==> src/rtl/ram_arbiter_pkg.sv <==
// ram_arbiter_pkg: shared types for the RAM arbiter and its lane unit
package ram_arbiter_pkg;
  typedef enum logic [1:0] {SIZE_B, SIZE_H, SIZE_W, SIZE_ILL} size_e;
  typedef enum logic [2:0] {IDLE, ACCESS, RMW_RD, RMW_WR, ERR} state_e;
  typedef enum logic {FETCH, DATA} grant_e;
endpackage

==> src/rtl/ram_lane_unit.sv <==
// ram_lane_unit: load lane extraction/extension and store lane merge
module ram_lane_unit
  import ram_arbiter_pkg::*;
(
  input  logic [31:0] word,
  input  logic [1:0]  lane,
  input  size_e       size,
  input  logic        uns,
  output logic [31:0] rdata,
  input  logic [31:0] old_word,
  input  logic [31:0] wdata,
  output logic [31:0] new_word
);
  logic [7:0]  b;
  logic [15:0] h;
  logic [4:0]  sh;
  logic [31:0] mask;
  always_comb begin
    b = word[{lane, 3'b000} +: 8];
    h = lane[1] ? word[31:16] : word[15:0];
    rdata = size == SIZE_B ? {{24{b[7] & ~uns}}, b} :
            size == SIZE_H ? {{16{h[15] & ~uns}}, h} : word;
    sh = size == SIZE_B ? {lane, 3'b000} : {lane[1], 4'b0000};
    mask = (size == SIZE_B ? 32'h0000_00ff : 32'h0000_ffff) << sh;
    new_word = size == SIZE_W ? wdata : (old_word & ~mask) | ((wdata << sh) & mask);
  end
endmodule

==> src/rtl/ram_arbiter.sv <==
// ram_arbiter: round-robin sharing of a word-wide RAM between fetch and load/store
module ram_arbiter
  import ram_arbiter_pkg::*;
#(
  parameter int MEM_SIZE = 4096
) (
  input  logic        clk,
  input  logic        rst,
  input  logic        i_req_valid,
  output logic        i_req_ready,
  input  logic [31:0] i_req_addr,
  output logic        i_resp_valid,
  output logic [31:0] i_resp_data,
  output logic        i_resp_err,
  input  logic        d_req_valid,
  output logic        d_req_ready,
  input  logic [31:0] d_req_addr,
  input  logic        d_req_we,
  input  logic [1:0]  d_req_size,
  input  logic        d_req_unsigned,
  input  logic [31:0] d_req_wdata,
  output logic        d_resp_valid,
  output logic [31:0] d_resp_rdata,
  output logic        d_resp_err,
  output logic [31:0] ram_addr,
  output logic        ram_we,
  output logic [31:0] ram_data_in,
  input  logic [31:0] ram_data_out
);
  state_e      state, state_n;
  grant_e      last_grant;
  size_e       size_q, d_size;
  logic        fetch_q, we_q, uns_q;
  logic [31:0] addr_q, wdata_q, merge_q, ext, merged, req_addr;
  logic        gnt_fetch, i_hs, d_hs, hs, req_err, done;

  ram_lane_unit u_lane (
    .word(ram_data_out), .lane(addr_q[1:0]), .size(size_q), .uns(uns_q), .rdata(ext),
    .old_word(merge_q), .wdata(wdata_q), .new_word(merged)
  );

  always_comb begin
    d_size = size_e'(d_req_size);
    gnt_fetch = i_req_valid && (!d_req_valid || last_grant == DATA);
    i_hs = i_req_valid && i_req_ready;
    d_hs = d_req_valid && d_req_ready;
    hs = i_hs || d_hs;
    req_addr = i_hs ? i_req_addr : d_req_addr;
    req_err = req_addr >= 32'(MEM_SIZE) ||
              (i_hs ? req_addr[1:0] != 2'b00 :
               d_size == SIZE_ILL || (d_size == SIZE_H && req_addr[0]) ||
               (d_size == SIZE_W && req_addr[1:0] != 2'b00));
    done = state inside {ACCESS, RMW_WR, ERR};
  end

  always_ff @(posedge clk)
    state <= rst ? IDLE : state_n;

  // Sub-word stores need a read cycle first because the RAM only writes whole words
  always_comb begin
    state_n = state == IDLE ? (!hs ? IDLE : req_err ? ERR :
                               (d_hs && d_req_we && d_size != SIZE_W) ? RMW_RD : ACCESS) :
              state == RMW_RD ? RMW_WR : IDLE;
  end

  always_comb begin
    i_req_ready = !rst && state == IDLE && gnt_fetch;
    d_req_ready = !rst && state == IDLE && d_req_valid && !gnt_fetch;
    ram_addr = state inside {ACCESS, RMW_RD, RMW_WR} ? {addr_q[31:2], 2'b00} : '0;
    ram_we = !rst && (state == RMW_WR || (state == ACCESS && we_q));
    ram_data_in = ram_we ? merged : '0;
  end

  always_ff @(posedge clk) begin
    if (rst) begin
      last_grant <= DATA;
      fetch_q <= 1'b0;
      we_q <= 1'b0;
      uns_q <= 1'b0;
      size_q <= SIZE_W;
      addr_q <= '0;
      wdata_q <= '0;
      merge_q <= '0;
      i_resp_valid <= 1'b0;
      i_resp_data <= '0;
      i_resp_err <= 1'b0;
      d_resp_valid <= 1'b0;
      d_resp_rdata <= '0;
      d_resp_err <= 1'b0;
    end else begin
      if (hs) begin
        last_grant <= i_hs ? FETCH : DATA;
        fetch_q <= i_hs;
        we_q <= !i_hs && d_req_we;
        uns_q <= i_hs || d_req_unsigned;
        size_q <= i_hs ? SIZE_W : d_size;
        addr_q <= req_addr;
        wdata_q <= d_req_wdata;
      end
      if (state == RMW_RD) merge_q <= ram_data_out;
      i_resp_valid <= done && fetch_q;
      i_resp_err <= state == ERR && fetch_q;
      i_resp_data <= state == ACCESS && fetch_q ? ext : '0;
      d_resp_valid <= done && !fetch_q;
      d_resp_err <= state == ERR && !fetch_q;
      d_resp_rdata <= state == ACCESS && !fetch_q && !we_q ? ext : '0;
    end
  end
endmodule

==> config.mk <==
export PLATFORM = sky130hd
export DESIGN_NAME = ram_arbiter
export DESIGN_NICKNAME = d
export VERILOG_FILES = /design/src/rtl/ram_arbiter_pkg.sv /design/src/rtl/ram_lane_unit.sv /design/src/rtl/ram_arbiter.sv
export SDC_FILE = /design/constraint.sdc
export NUM_CORES = 1
export LEC_CHECK = 0
export ABC_AREA = 1
export BUFFER_PORTS_ARGS = -buffer_cell sky130_fd_sc_hd__buf_2
export CORE_UTILIZATION = 35
export CTS_CLUSTER_SIZE = 16
export DETAILED_ROUTE_END_ITERATION = 16
export HOLD_SLACK_MARGIN = 0.08
export PLACE_DENSITY = 0.69
export SLEW_MARGIN = 20
export SYNTH_ARGS = -nofsm -noshare
export SYNTH_HDL_FRONTEND = slang
export SYNTH_SLANG_ARGS = --single-unit
export TNS_END_PERCENT = 100
==> constraint.sdc <==
create_clock -name clk -period 1.8 [get_ports clk]
set_clock_uncertainty 0.2 [all_clocks]
set_input_delay 0.18 -clock clk [delete_from_list [all_inputs] [get_ports clk]]
set_output_delay 0.18 -clock clk [all_outputs]
set_load 0.01 [all_outputs]
# ---- Word level (Yosys, flattened, before mapping)
# Index checks and enable logic that the tools add are counted.
dict set report word_totals {
  input_bits 136
  elab_cells 96
  register_bits 173
  latch_bits 0
  romBits 0
  mem_bits_rw 0
  n_memories 0
  out_inout_bits 135
}
dict set report op_classes {
  n_div 0
  n_addsub 0
  reduce_logical 41
  bitwise_logic 9
  eq_ne 10
  mux 17
  order_cmp 1
  shift 3
  mul 0
}
# cell n
set op_table {}
lappend op_table {{$mux 32} 6}
lappend op_table {{$and 32x32->32} 2}
lappend op_table {{$ge 32x13->1 const B} 1}
lappend op_table {{$mux 16} 2}
lappend op_table {{$not 32->32} 1}
lappend op_table {{$or 32x32->32} 1}
lappend op_table {{$shiftx 32x6->8} 1}
lappend op_table {{$shl 16x5->32} 1}
lappend op_table {{$shl 32x5->32} 1}
lappend op_table {{$logic_and 1x1->1} 21}
lappend op_table {{$mux 3} 3}
lappend op_table {{$logic_or 1x1->1} 7}
lappend op_table {{$eq 2x2->1 const B} 3}
lappend op_table {{$eq 3x2->1 const B} 2}
lappend op_table {{$logic_not 1->1} 6}
lappend op_table {{$mux 2} 3}
lappend op_table {{$reduce_bool 3->1} 2}
lappend op_table {{$eq 2x1->1 const B} 2}
lappend op_table {{$mux 4} 1}
lappend op_table {{$reduce_or 2->1} 2}
lappend op_table {{$eq 3x1->1 const B} 1}
lappend op_table {{$eq 3x3->1 const B} 1}
lappend op_table {{$logic_not 3->1} 1}
lappend op_table {{$not 1->1} 3}
lappend op_table {{other kinds (5)} 7}

# ---- Longest topological paths before layout
dict set report logic_depth {
  ltp_word 14
  mapped_depth 13
  depth_no_buf 12
}

# ---- By module
# A second synthesis with hierarchy kept.
dict set report unflattened {
  cells_unflattened 1311
  hier_area_um2 8353.0
}
# module cells_each area_per_inst_um2 seq_area_each_um2 n_inst
set modules_own_cells {}
lappend modules_own_cells {ram_arbiter 896 6567.5 3463.3 1}
lappend modules_own_cells {ram_lane_unit 415 1785.5 0.0 1}

# ---- Worst setup path after synthesis
# No wires, ideal clock.
dict set report synth_path {
  path_kind {reg-to-output}
  startpoint {reg size_q[1]}
  endpoint {out ram_data_in[0]}
  path_buffers 1
  path_slack_ns -0.065
  required_time_ns 1.420
  arrival_time_ns 1.485
  path_stages_with_launch 9
  path_cell_list {dfxtp_1 > nor2_4 > inv_2 > nor2_2 > inv_2 > a21oi_1 > inv_1 > buf_2 > a211oi_1}
}
dict set report synth_between {
  elab_chain_len 8
  word_cells_on_any_way 12
  cone_classes {eq/ne (1); shift (2); mux (4); bitwise (4); reduce/logical (1)}
}
# item line
set synth_rtl {}
lappend synth_rtl {{start: declaration} ram_arbiter.sv:32} ;# size_e size_q, d_size;
lappend synth_rtl {{start signal: assignment} ram_arbiter.sv:96} ;# size_q <= i_hs ? SIZE_W : d_size;
lappend synth_rtl {{$logic_not 2->1} {ram_lane_unit.sv:23, ram_lane_unit.sv:24}}
lappend synth_rtl {{$mux 16 or $mux 4 (tied branches)} {ram_lane_unit.sv:24, ram_lane_unit.sv:23}}
lappend synth_rtl {{$shl 16x5->32} ram_lane_unit.sv:24} ;# mask = (size == SIZE_B ? 32'h0000_00ff : 32'h0000_ffff) << sh;
lappend synth_rtl {{$not 32->32} ram_lane_unit.sv:25} ;# new_word = size == SIZE_W ? wdata : (old_word & ~mask) | ((wdata << sh) & mask);
lappend synth_rtl {{$and 32x32->32} ram_lane_unit.sv:25}
lappend synth_rtl {{$or 32x32->32} ram_lane_unit.sv:25}
lappend synth_rtl {{$mux 32 (*)} ram_lane_unit.sv:25}
lappend synth_rtl {{$mux 32 (*)} ram_arbiter.sv:71} ;# ram_data_in = ram_we ? merged : '0;
lappend synth_rtl {{end: declaration} ram_arbiter.sv:27} ;# output logic [31:0] ram_data_in,
# Every way passes the cells marked *; elsewhere a longest branch is shown, timed or not.

# ---- Final worst setup path
dict set report layout_path {
  startpoint {reg state[0]}
  endpoint {out ram_data_in[3]}
}
dict set report layout_between {
  elab_chain_len 5
  word_cells_on_any_way 6
  cone_classes {eq/ne (2); mux (1); reduce/logical (3)}
}
# item line
set layout_rtl {}
lappend layout_rtl {{start: declaration} ram_arbiter.sv:30} ;# state_e state, state_n;
lappend layout_rtl {{start signal: assignment} ram_arbiter.sv:57} ;# state <= rst ? IDLE : state_n;
lappend layout_rtl {{$eq 3x1->1} ram_arbiter.sv:70} ;# ram_we = !rst && (state == RMW_WR || (state == ACCESS && we_q));
lappend layout_rtl {{$logic_and 1x1->1} ram_arbiter.sv:70}
lappend layout_rtl {{$logic_or 1x1->1 (*)} ram_arbiter.sv:70}
lappend layout_rtl {{$logic_and 1x1->1 (*)} ram_arbiter.sv:70}
lappend layout_rtl {{$mux 32 (*)} ram_arbiter.sv:71}
# Marks and branches as above.

==> qor.yml <==
status: "finished, violations left"
violations: "setup timing"
grt_util_met1_pct: 30.05
fp.dieW_um: 149.7
grt_busiest_layer: "met2"
tns_ps: -43710
firstDrtPassIters: 6
relSlewSlack_pct: 19.20
path_common_cell: "inv_2"
die_height_um: 149.7
dpl_worst_slack_ps: -205.8
holdPathStages: 6
start_util_pct: 36.00
core_um2: 21220
cts_root_buffer: "clkbuf_16"
htreeDepth: 4
drt_wl_total_mm: 34.28
grt_antenna_before_repair: 0
worstRegToRegCells: 13
grtUsageMet3_pct: 4.695
clk_latency_ps: 440
hpwl_mm: 19.05
synth_top_area_share_pct: 45.34
clock-sinks: 173
cts_buffer_depth: 2
max_freq_mhz: 417.1
cts_tree: "done"
drc: 0
final_net_count: 1723
r2r_start: "state[1]$_SDFF_PP0_"
holdPathEnd: "addr_q[0]$_SDFFE_PP0N_"
power.leakage_nw: 6.426
ir_drop_mv: 0.5628
cts.clk_slew.worst_paths_ps: 80
ys_ff_latch: 173
grt_max_degree: 88
yosys-top-cells-area: "dfxtp_1 45%, o21ai_0 11%, nor2_1 10%, nand2_1 7.3%, a21oi_1 7.2%"
grt_pass1_vias: 8850
hold_viol_final: 0
power.total_mw: 10.25
drive_above_1_share_pct: 43.25
routed_via_density: 5.199
crit_slowest_cell: "dfxtp_2"
rows: 53
r2r_end: "state[0]$_SDFF_PP0_"
period_share_pct: 133.2
vias: 9749
worst_slack_ps: -597.7
num_antenna_cells: 0
port_buffers: 268
grt_pass1_wl_mm: 44.04
drv_slew: 0
hold_class: "in2reg"
drtAntennaViolNets: 0
cp-start-kind: "flop"
area_growth_pct: 79.62
min_from: "d_req_addr[0]"
max_cap_violations: 0
cts_buffers: 17
yosysTopAreaCell: "dfxtp_1"
crit_fanout: 5
ys_seq_area_share_pct: 45.34
syn_area_um2: 7639
place_area_um2: 9784
p_per_area_nw_per_um2: 747.0
die-area_um2: 22420
io_pins: 271
slowest_delay_ps: 340
use_met2_pct: 44.95
setup.worst_path.end_class: "output pin"
place_congestion: 0.9275
wl_per_cell_um: 18.28
synth.distinct_cells: 31
grt_overflow: 0
ys_warn_count: 0
cp.arrival_ps: 2020
crit_type: "reg2out"
finalCriticalPeriod_ps: 2398
rrSetupSlack_ps: -380
rsz0062_at_grt: "true"
first_iter_violations: 876
required_ps: 1420
path_cells: "inv_2, nor2_4, inv_2, a211oi_4, buf_6, buf_12, clkinvlp_4, a211oi_2, buf_2"
utilization_pct: 64.66
setup_viol: 169
syn_avg_cell_area_um2: 6.950
track_usage_pct: 25.37
worst_slew_pin_slew_ps: 1212
synthCells: 1099
fin_area_um2: 13720
final cells by class:
type,instances,area [µm²]
clock inverters,14,151.4
fillers,1618,7500
well taps,275,344.1
clock buffers,18,439.2
flip-flops and latches,173,3475
repair buffers,539,4398
multi-input cells,717,4363
inverters,138,539.3
repair inverters,1,11.26
sequential cells by signal, indices dropped and copies added, names as in the netlist:
signal        count
i_resp_data      32
uns_q             1
d_resp_err        1
wdata_q          32
we_q              1
size_q            2
addr_q           32
last_grant        1
state             3
i_resp_valid      1
i_resp_err        1
d_resp_rdata     32
fetch_q           1
merge_q          32
d_resp_valid      1
layer usage:
layer / vias up / wire length, µm
li1: 4501 / -
met1: 4534 / 12990
met2: 594 / 17060
met3: 120 / 2781
met4: 0 / 1447
met5: - / 0
Yosys cell counts:
cell type,count
nor2_1,203
dfxtp_1,173
o21ai_0,170
nand2_1,149
inv_1,127
a21oi_1,110
clkbuf_1,47
o211ai_1,17
a211oi_1,11
a31oi_1,11
buf_2,11
inv_2,10
nand3b_1,10
o21ai_1,9
nand3_1,8
buf_1,6
nor2_2,5
buf_4,4
buf_6,4
nand2_2,2
nor2_4,2
a21oi_4,1
a22oi_1,1
conb_1,1
inv_4,1
mux2i_1,1
nand2_4,1
nand4_1,1
nor2_8,1
o22ai_1,1
o32ai_2,1
worst max-delay path by stage:
stage / start / endpoint / slack, ps
floorplan: size_q[1]$_SDFFE_PP1N_ / ram_data_in[0] / -60
global placement: state[0]$_SDFF_PP0_ / ram_data_in[0] / -170
detailed placement: state[0]$_SDFF_PP0_ / ram_data_in[1] / -210
CTS: state[0]$_SDFF_PP0_ / ram_data_in[1] / -550
global route: state[0]$_SDFF_PP0_ / ram_data_in[31] / -750
finish: state[0]$_SDFF_PP0_ / ram_data_in[3] / -600
logic make-up after synthesis:
group / share of synthesized area [%]
buf+inv: 11.12
compound gates: 23.19
flops: 45.34
simple gates: 20.16
other cells: 0.04909
mux: 0.1310
layout by cell type, fill, tap and decap left out, drive strengths merged, types with 5 or more instances in the layout:
cell         Yosys  layout
a211oi          11      11
a21oi          111     111
clkinv           0       5
a31oi           11      11
dlygate4sd3      0     135
o211ai          17      17
buf             25     390
nand2          152     152
inv            138     145
nor2           211     211
o21ai          179     179
dfxtp          173     173
nand3b          10      10
nand3            8       8
clkbuf          47      32
power by group:
group / switching (mW) / internal, mW / total [mW]
Sequential: 0.143 / 4.00 / 4.14
Combinational: 1.24 / 1.12 / 2.35
Clock: 1.75 / 2.01 / 3.75
Total: 3.13 / 7.12 / 10.2
metrics by stage:
step                cells  hold WS (ps)
finish               1875         102.8
global route         1875         123.1
CTS                  1833         73.46
detailed placement   1651         240.3
global placement     1651         232.3
floorplan            1100         114.9
worst max-delay path: cells and delay by family, from the launching register on:
family                 cells  cell delay, ps
buffers and inverters      6             690
AO/OA/AOI/OAI              2             440
flip-flops                 1             340
AND/OR/NAND/NOR            1              90
repair_timing:
action,CTS,global route
cloned,3,21
resized for setup,70,369
setup buffers,13,27
hold buffers,134,2
pin swaps,15,56
endpoints found under the setup margin,102,196
endpoints found under the hold margin,164,6
Power figures use the tool's default switching activity.
